$ cat config.mk
export PLATFORM = sky130hd
export DESIGN_NAME = fd2s_seq
export DESIGN_NICKNAME = d
export VERILOG_FILES = /design/src/rtl/fd2s_seq_pkg.sv /design/src/rtl/fd2s_seq_fd2s.sv /design/src/rtl/fd2s_seq.sv
export SDC_FILE = /design/constraint.sdc
export NUM_CORES = 1
export LEC_CHECK = 0
export BUFFER_PORTS_ARGS = -buffer_cell sky130_fd_sc_hd__clkbuf_2
export CORE_MARGIN = 1.5
export CORE_UTILIZATION = 51
export DETAILED_ROUTE_END_ITERATION = 7
export PLACE_DENSITY = 0.88
export SYNTH_ARGS = -nofsm -noshare
export SYNTH_HDL_FRONTEND = slang
export SYNTH_SLANG_ARGS = --single-unit
$ cat constraint.sdc
create_clock -name clk -period 2.65 [get_ports clk]
set_input_delay 0 -clock clk [delete_from_list [all_inputs] [get_ports clk]]
set_output_delay 0 -clock clk [all_outputs]
set_load 0.05 [all_outputs]
$ cat src/rtl/fd2s_seq_pkg.sv
// Shared definitions for the fd2s_seq streaming double-to-single packer:
// controller state encoding and conversion constants.
package fd2s_seq_pkg;

  typedef enum logic [1:0] {
    IDLE  = 2'd0,
    RUN   = 2'd1,
    FLUSH = 2'd2,
    DONE  = 2'd3
  } state_t;

  // Double bias (1023) minus single bias (127).
  localparam int unsigned BIAS_DIFF   = 896;
  localparam logic [7:0]  SGL_INF_EXP = 8'hFF;
  localparam logic [31:0] PAD_WORD    = 32'h0;
  localparam logic [10:0] DBL_INF_EXP = 11'h7FF;

endpackage

$ cat src/rtl/fd2s_seq_fd2s.sv
// fd2s: combinational IEEE double -> single converter, truncating (no rounding).
// Exception flag outputs exist only when FD2S_SEQ_FLAGS_EN is defined.
module fd2s
  import fd2s_seq_pkg::*;
(
  input  logic [63:0] a,
  output logic [31:0] y
`ifdef FD2S_SEQ_FLAGS_EN
  ,
  output logic        ovf,
  output logic        unf,
  output logic        nan
`endif
);

  logic        sign;
  logic [10:0] dexp;

  assign sign = a[63];
  assign dexp = a[62:52];

  // Classify the double exponent and build the single-precision result.
  always_comb begin
    // NOTE: every output gets a default before the branches so no path leaves
    // a value unassigned, which would otherwise infer a latch.
    y = {sign, 31'h0};
`ifdef FD2S_SEQ_FLAGS_EN
    ovf = 1'b0;
    unf = 1'b0;
    nan = 1'b0;
`endif
    if (dexp == DBL_INF_EXP) begin
      y = {sign, SGL_INF_EXP, a[51:29]};
`ifdef FD2S_SEQ_FLAGS_EN
      nan = |a[51:0];
`endif
    end else if (dexp == 11'd0) begin
`ifdef FD2S_SEQ_FLAGS_EN
      unf = |a[51:0];
`endif
    end else if (dexp <= 11'(BIAS_DIFF)) begin
`ifdef FD2S_SEQ_FLAGS_EN
      unf = 1'b1;
`endif
    end else if (dexp >= 11'(BIAS_DIFF + 255)) begin
      y = {sign, SGL_INF_EXP, 23'h0};
`ifdef FD2S_SEQ_FLAGS_EN
      ovf = 1'b1;
`endif
    end else begin
      y = {sign, 8'(dexp - 11'(BIAS_DIFF)), a[51:29]};
    end
  end

endmodule

$ cat src/rtl/fd2s_seq.sv
// fd2s_seq: converts a job of `count` doubles to singles and packs them two
// per 64-bit output word (first element in the low half). An odd trailing
// element is flushed with a zero upper half. Optional macro
// FD2S_SEQ_FLAGS_EN adds a sticky per-job flags[2:0] = {nan, ovf, unf} output.
module fd2s_seq
  import fd2s_seq_pkg::*;
#(
  parameter int CNT_W = 16
) (
  input  logic             clk,
  input  logic             rst_n,
  input  logic             start,
  input  logic [CNT_W-1:0] count,
  output logic             busy,
  output logic             done,
  input  logic             i_valid,
  input  logic [63:0]      i_data,
  output logic             i_ready,
  output logic             o_valid,
  output logic [63:0]      o_data,
  input  logic             o_ready
`ifdef FD2S_SEQ_FLAGS_EN
  ,
  output logic [2:0]       flags
`endif
);

  state_t           state_q, state_d;
  logic [CNT_W-1:0] remaining;
  logic             toggle;
  logic [31:0]      low_half;
  logic [31:0]      conv_y;
  logic             out_free;
  logic             start_job;
  logic             accept;
  logic             load_pair;
  logic             load_flush;

`ifdef FD2S_SEQ_FLAGS_EN
  logic conv_ovf, conv_unf, conv_nan;
`endif

  fd2s u_fd2s (
    .a   (i_data),
    .y   (conv_y)
`ifdef FD2S_SEQ_FLAGS_EN
    ,
    .ovf (conv_ovf),
    .unf (conv_unf),
    .nan (conv_nan)
`endif
  );

  assign out_free = !o_valid || o_ready;

  // State register.
  always_ff @(posedge clk or negedge rst_n) begin
    if (!rst_n) begin
      state_q <= IDLE;
    end else begin
      // NOTE: sequential state uses non-blocking assignment so every register
      // samples pre-edge values regardless of block ordering.
      state_q <= state_d;
    end
  end

  // Next-state logic and handshake/status outputs.
  always_comb begin
    state_d    = state_q;
    start_job  = 1'b0;
    accept     = 1'b0;
    load_pair  = 1'b0;
    load_flush = 1'b0;
    i_ready    = 1'b0;
    busy       = (state_q != IDLE);
    done       = (state_q == DONE);
    unique case (state_q)
      IDLE: begin
        if (start) begin
          start_job = 1'b1;
          state_d   = (count == '0) ? DONE : RUN;
        end
      end
      RUN: begin
        i_ready   = (remaining != '0) && out_free;
        accept    = i_ready && i_valid;
        load_pair = accept && toggle;
        if (remaining == '0) begin
          if (toggle)        state_d = FLUSH;
          else if (out_free) state_d = DONE;
        end
      end
      FLUSH: begin
        if (toggle) begin
          load_flush = out_free;
        end else if (out_free) begin
          state_d = DONE;
        end
      end
      DONE: begin
        state_d = IDLE;
      end
      default: state_d = IDLE;
    endcase
  end

  // Job counter, pair toggle, holding register and output word register.
  always_ff @(posedge clk or negedge rst_n) begin
    if (!rst_n) begin
      // NOTE: the data registers are reset too, so o_data reads 0 after reset
      // rather than stale contents from an aborted job.
      remaining <= '0;
      toggle    <= 1'b0;
      low_half  <= '0;
      o_data    <= '0;
      o_valid   <= 1'b0;
    end else begin
      if (start_job) begin
        remaining <= count;
        toggle    <= 1'b0;
      end
      if (accept) begin
        remaining <= remaining - CNT_W'(1);
        toggle    <= !toggle;
        if (!toggle) low_half <= conv_y;
        else         o_data   <= {conv_y, low_half};
      end
      if (load_flush) begin
        o_data <= {PAD_WORD, low_half};
        toggle <= 1'b0;
      end
      if (load_pair || load_flush) o_valid <= 1'b1;
      else if (o_ready)            o_valid <= 1'b0;
    end
  end

`ifdef FD2S_SEQ_FLAGS_EN
  // Sticky exception flags, cleared when a job starts.
  always_ff @(posedge clk or negedge rst_n) begin
    if (!rst_n) begin
      flags <= 3'b000;
    end else if (start_job) begin
      flags <= 3'b000;
    end else if (accept) begin
      flags <= flags | {conv_nan, conv_ovf, conv_unf};
    end
  end
`endif

endmodule
; ---- Word level (Yosys, flattened, before mapping)
; Index checks and enable logic that the tools add are counted.
[word_totals]
output_inout_bits = 68
ff_bits = 116
elab_cells = 67
[op_classes]
reduce_logical = 21
magnitude_cmp = 2
mux = 28
n_eq_ne = 7
addsub = 2
n_bitwise = 1
[ops]
columns = cell, count
row1 = $mux W64, 3
row2 = $mux W31, 4
row3 = $logic_not A16 Y1, 2
row4 = $mux W16, 2
row5 = $reduce_bool A16 Y1, 1
row6 = $sub A16 B1 Y16 const B, 1
row7 = $mux W1, 12
row8 = $mux W2, 6
row9 = $eq A11 B11 Y1 const B, 1
row10 = $ge A11 B11 Y1 const B, 1
row11 = $le A11 B10 Y1 const B, 1
row12 = $logic_not A11 Y1, 1
row13 = $reduce_bool A2 Y1, 5
row14 = $pmux W2 S4, 1
row15 = $sub A8 B8 Y8 const B, 1
row16 = $ne A2 B2 Y1 const B, 3
row17 = $eq A2 B2 Y1 const B, 2
row18 = $reduce_and A2 Y1, 2
row19 = $logic_and A1 B1 Y1, 3
row20 = $reduce_and A3 Y1, 1
row21 = $reduce_bool A3 Y1, 1
row22 = $eq A2 B1 Y1 const B, 1
row23 = $logic_not A1 Y1, 2
row24 = $logic_not A2 Y1, 1
row25 = other kinds (2), 3

; ---- Depth between registers and ports, before layout
[depth]
ltp_word = 8
mapped_depth = 9
ltp_nobuf = 7

; ---- By module
; From an unflattened synthesis, not the netlist that was laid out.
[hier_totals]
cells_unflattened = 396
hier_area_um2 = 5271.3
[modules_own_cells]
columns = module, seq_area_each_um2, cells_per_inst, n_inst, area_per_inst_um2
row1 = fd2s_seq, 2902.8, 349, 1, 4949.7
row2 = fd2s, 0.0, 47, 1, 321.6

; ---- Worst setup path before layout
; OpenSTA, ideal clock, no wires.
[synth_timing]
kind = register to register
from = reg o_valid
to = reg o_data[22]
slack_ns = 0.625
stages_incl_launch_ff = 9
setup_ns = 0.125
path_buffers = 3
t_required_ns = 2.525
synth_period_minus_slack_ns = 2.025
t_arrival_ns = 1.900
cell_sequence = dfrtp_1 > nand2b_1 > and3_1 > buf_2 > nand3_4 > nand2_2 > buf_6 > buf_6 > mux2_4
[synth_via]
elab_chain_len = 7
word_cells_on_any_way = 11
cone_classes = 4 x mux / 7 x reduce/logical
[synth_lines]
columns = element, line
row1 = start: declaration, fd2s_seq.sv:19  ; output logic o_valid,
row2 = start signal: assignment, fd2s_seq.sv:116  ; o_valid <= 1'b0;
row3 = start signal: assignment, fd2s_seq.sv:132  ; if (load_pair || load_flush) o_valid <= 1'b1;
row4 = start signal: assignment, fd2s_seq.sv:133  ; else if (o_ready) o_valid <= 1'b0;
row5 = $logic_not A1 Y1 (*), fd2s_seq.sv:54  ; assign out_free = !o_valid || o_ready;
row6 = $logic_or A1 B1 Y1 (*), fd2s_seq.sv:54
row7 = $logic_and A1 B1 Y1, fd2s_seq.sv:85  ; i_ready = (remaining != '0) && out_free;
row8 = $logic_and A1 B1 Y1, fd2s_seq.sv:86  ; accept = i_ready && i_valid;
row9 = $mux W1, fd2s_seq.sv:77  ; unique case (state_q)
row10 = $reduce_bool A2 Y1 (no source line), -
row11 = $reduce_and A2 Y1 (no source line), -
row12 = end signal: assignment, fd2s_seq.sv:126  ; else o_data <= {conv_y, low_half};
row13 = end signal: assignment, fd2s_seq.sv:129  ; o_data <= {PAD_WORD, low_half};
row14 = end: declaration, fd2s_seq.sv:20  ; output logic [63:0] o_data,
; Mark *: on every way between the ends. The rest lies on a longest branch, timed or not.
; A chain may end at the register's enable or synchronous reset.

; ---- Worst setup path after layout
[layout_timing]
from = reg remaining[0]
to = reg o_data[38]
[layout_via]
elab_chain_len = 6
[layout_lines]
columns = element, line
row1 = start: declaration, fd2s_seq.sv:29  ; logic [CNT_W-1:0] remaining;
row2 = start signal: assignment, fd2s_seq.sv:119  ; remaining <= count;
row3 = start signal: assignment, fd2s_seq.sv:123  ; remaining <= remaining - CNT_W'(1);
row4 = $reduce_bool A16 Y1, fd2s_seq.sv:85
row5 = $logic_and A1 B1 Y1, fd2s_seq.sv:85
row6 = $logic_and A1 B1 Y1, fd2s_seq.sv:86
row7 = $mux W1, fd2s_seq.sv:77
row8 = $reduce_bool A2 Y1 (no source line), -
row9 = $reduce_and A2 Y1 (no source line), -
; Every way passes these cells.

==> reports/results.tsv <==
metric	value	unit
fin_nets	668	
cp_slowest_cell	dfrtp_1	
syn_area_per_cell	12.4	um2
first_iter_violations	266	
r2r_start	remaining[0]	
synth_area_leaders	dfrtp_1 58%, mux2_2 5.4%, a32o_1 4.8%	
drive_above_1_share	35.7	%
vias	4253	
cts_buffers	17	
p_leak	3.29	nW
grt_usage	27.1	%
synth.cell_area	4990	um2
yosys_register_bits	116	
finalHoldViolations	0	
post_cts_resized	0	
wl	13600	um
die_area	10400	um2
critical_path_peak_fanout	18	
cts.clk_slew.worst_paths	0.06	ns
synth.top_cell.area_share	58.2	%
row_count	35	
core_area	9370	um2
cp.depth	8	
postLayoutCoreUtil	73.5	%
end_kind	register	
async_flop_share	100	%
holdBufCountCts	53	
cts_tree	built	
fmax	418	MHz
grt_pass1_vias	4339	
antenna_found_initial	1	
hpwl	8330	um
synth_nets	490	
cts.path.max_buffers	2	
setup_violations	0	
yosysWarnings	0	
synth_edf_count	0	
io-pin-count	153	
critPathArrivalTime	2.82	ns
die_x	102	um
peakVddDrop	1.02	mV
portBuffers	123	
insertion_delay	0.51	ns
vias_per_cell	5.87	
cts_num_sinks	116	
yosys.area.top_type	dfrtp_1	
cts-root-buf	clkbuf_8	
max_stage_delay	0.40	ns
seq_area_frac_synth	58.2	%
required	3.08	ns
power_density	1450	nW/um2
post_drt_wl_per_cell	18.8	um
dr.pass1.iters	5	
reg2reg_depth	8	
rrSetupSlack	0.26	ns
synthTopCellsByCount	116 x dfrtp_1, 33 x nand2_1, 24 x a32o_1, 24 x mux2_2, 23 x a22o_1	
die_h	102	um
postCtsSetupRepairBufs	0	
drv_slew	0	
globalplace.congestion	0.838	
htree_levels	4	
grt_first_pass_wirelength	21300	um
ant_nets	0	
start_util	53.2	%
drcViolationCount	0	
min_period	2.39	ns
fin_tns_setup	0	ns
status	completed	
yosysMostFrequentCell	dfrtp_1	
finalCritPeriodShare	90.3	%
worstSetupStartpointType	register	
path_class	register to register	
worstReg2RegEnd	o_data[38]	
drv_cap	0	
path_cells	inv_1, ha_1, nor4b_2, nand4_4, nand3_4, and2_1, buf_4, a32o_1	
rsz0062_at_grt	no	
synthDistinctLibCells	47	
area_growth	38.1	%
synth_ff_type	dfrtp_1	
worst_pin_slew	1.15	ns
synthCells	403	
clock_skew	0.0109	ns
cp_top_family	simple AND/OR/NAND/NOR gates	
relSlewSlack	23.5	%
overflow	0	
cp_num_buf_inv	2	
hp-class	input pin to async pin	
grt_max_degree	43	
sequential cells by signal, indices dropped and copies added (netlist names):
register   count
low_half      32
o_data        64
o_valid        1
remaining     16
state_q        2
toggle         1
cell type report:
class | instances | area, um2
sequential | 116 | 2900
fill | 637 | 2480
multi-input combinational | 258 | 1960
timing repair buffer | 184 | 1220
clock buffer | 18 | 428
clock inverter | 14 | 198
tap | 129 | 161
inverter | 4 | 15.0
antenna | 1 | 2.50
metrics by stage:
step                hold slack (ns)  total power [mW]  instance area, um2  setup slack [ns]  cells
finish                       0.0177              9.98                6890             0.258    724
global route                 0.0367              10.4                6890            0.0872    724
CTS                          0.0204              9.97                6890             0.271    723
detailed placement          -0.0119              7.47                5720             0.282    638
global placement            -0.0309              7.28                5720             0.381    638
floorplan                    -0.296              6.41                4990             0.625    403
worst max-delay path by stage:
| stage | start | end | slack (ns) |
|---|---|---|---|
| after CTS | remaining[0] | o_data[38] | 0.27 |
| final | remaining[0] | o_data[38] | 0.26 |
| after global routing | remaining[0] | o_data[38] | 0.09 |
| after global placement | remaining[0] | o_data[52] | 0.38 |
| after detailed placement | state_q[0] | low_half[1] | 0.28 |
| after floorplan | o_valid | o_data[22] | 0.63 |
metal layers:
metal / track usage, % / part of all wire (%) / up-vias
met4: 10.2 / 2.2 / 0
met3: 6.70 / 5.2 / 31
met5: 0 / 0 / -
met1: 33.2 / 40 / 2155
met2: 46.7 / 52 / 168
li1: - / - / 1899
cell usage in the layout (no fill, tap or decap), types with 3 or more instances in the layout:
master | netlist | layout
o311ai_0 | 3 | 3
nand2b_1 | 3 | 3
nor2_1 | 18 | 18
nand3_1 | 17 | 16
mux2_4 | 10 | 10
o211ai_1 | 5 | 5
clkbuf_16 | 0 | 16
and3_1 | 6 | 6
nand4_1 | 3 | 3
and2_1 | 3 | 3
nor3_1 | 14 | 14
inv_1 | 4 | 4
nand2_1 | 33 | 33
mux2_2 | 24 | 24
inv_6 | 0 | 3
clkinvlp_4 | 0 | 5
a32o_1 | 24 | 24
dfrtp_1 | 116 | 116
a21oi_1 | 6 | 5
o31ai_1 | 12 | 12
bufinv_16 | 0 | 4
a22o_1 | 23 | 23
or3_1 | 4 | 4
o32ai_1 | 3 | 3
clkbuf_2 | 0 | 122
dlygate4sd3_1 | 0 | 52
o21ai_0 | 8 | 8
buf_4 | 2 | 9
nor4_1 | 7 | 7
nor2b_1 | 3 | 3
worst min-delay path: stages:
cell	delay, ns
dlygate4sd3_1	0.52
buf_4	0.15
buf_12	0.21
power breakdown:
| part | switching [mW] | internal, mW | leakage [nW] |
|---|---|---|---|
| combinational | 2.97 | 1.34 | 1.49 |
| sequential | 0.633 | 2.63 | 1.51 |
| clock | 0.851 | 1.56 | 0.290 |
| total | 4.45 | 5.53 | 3.29 |
kinds of logic after synthesis:
group	count (synthesis)	share of synthesized area, %
and+or+nand+nor	124	13.8
adders and majority gates	2	0.501
muxes	34	8.43
DFF	116	58.2
buffers and inverters	29	2.78
AOI/OAI and AO/OA	98	16.3
(Power assumes the default switching activity.)
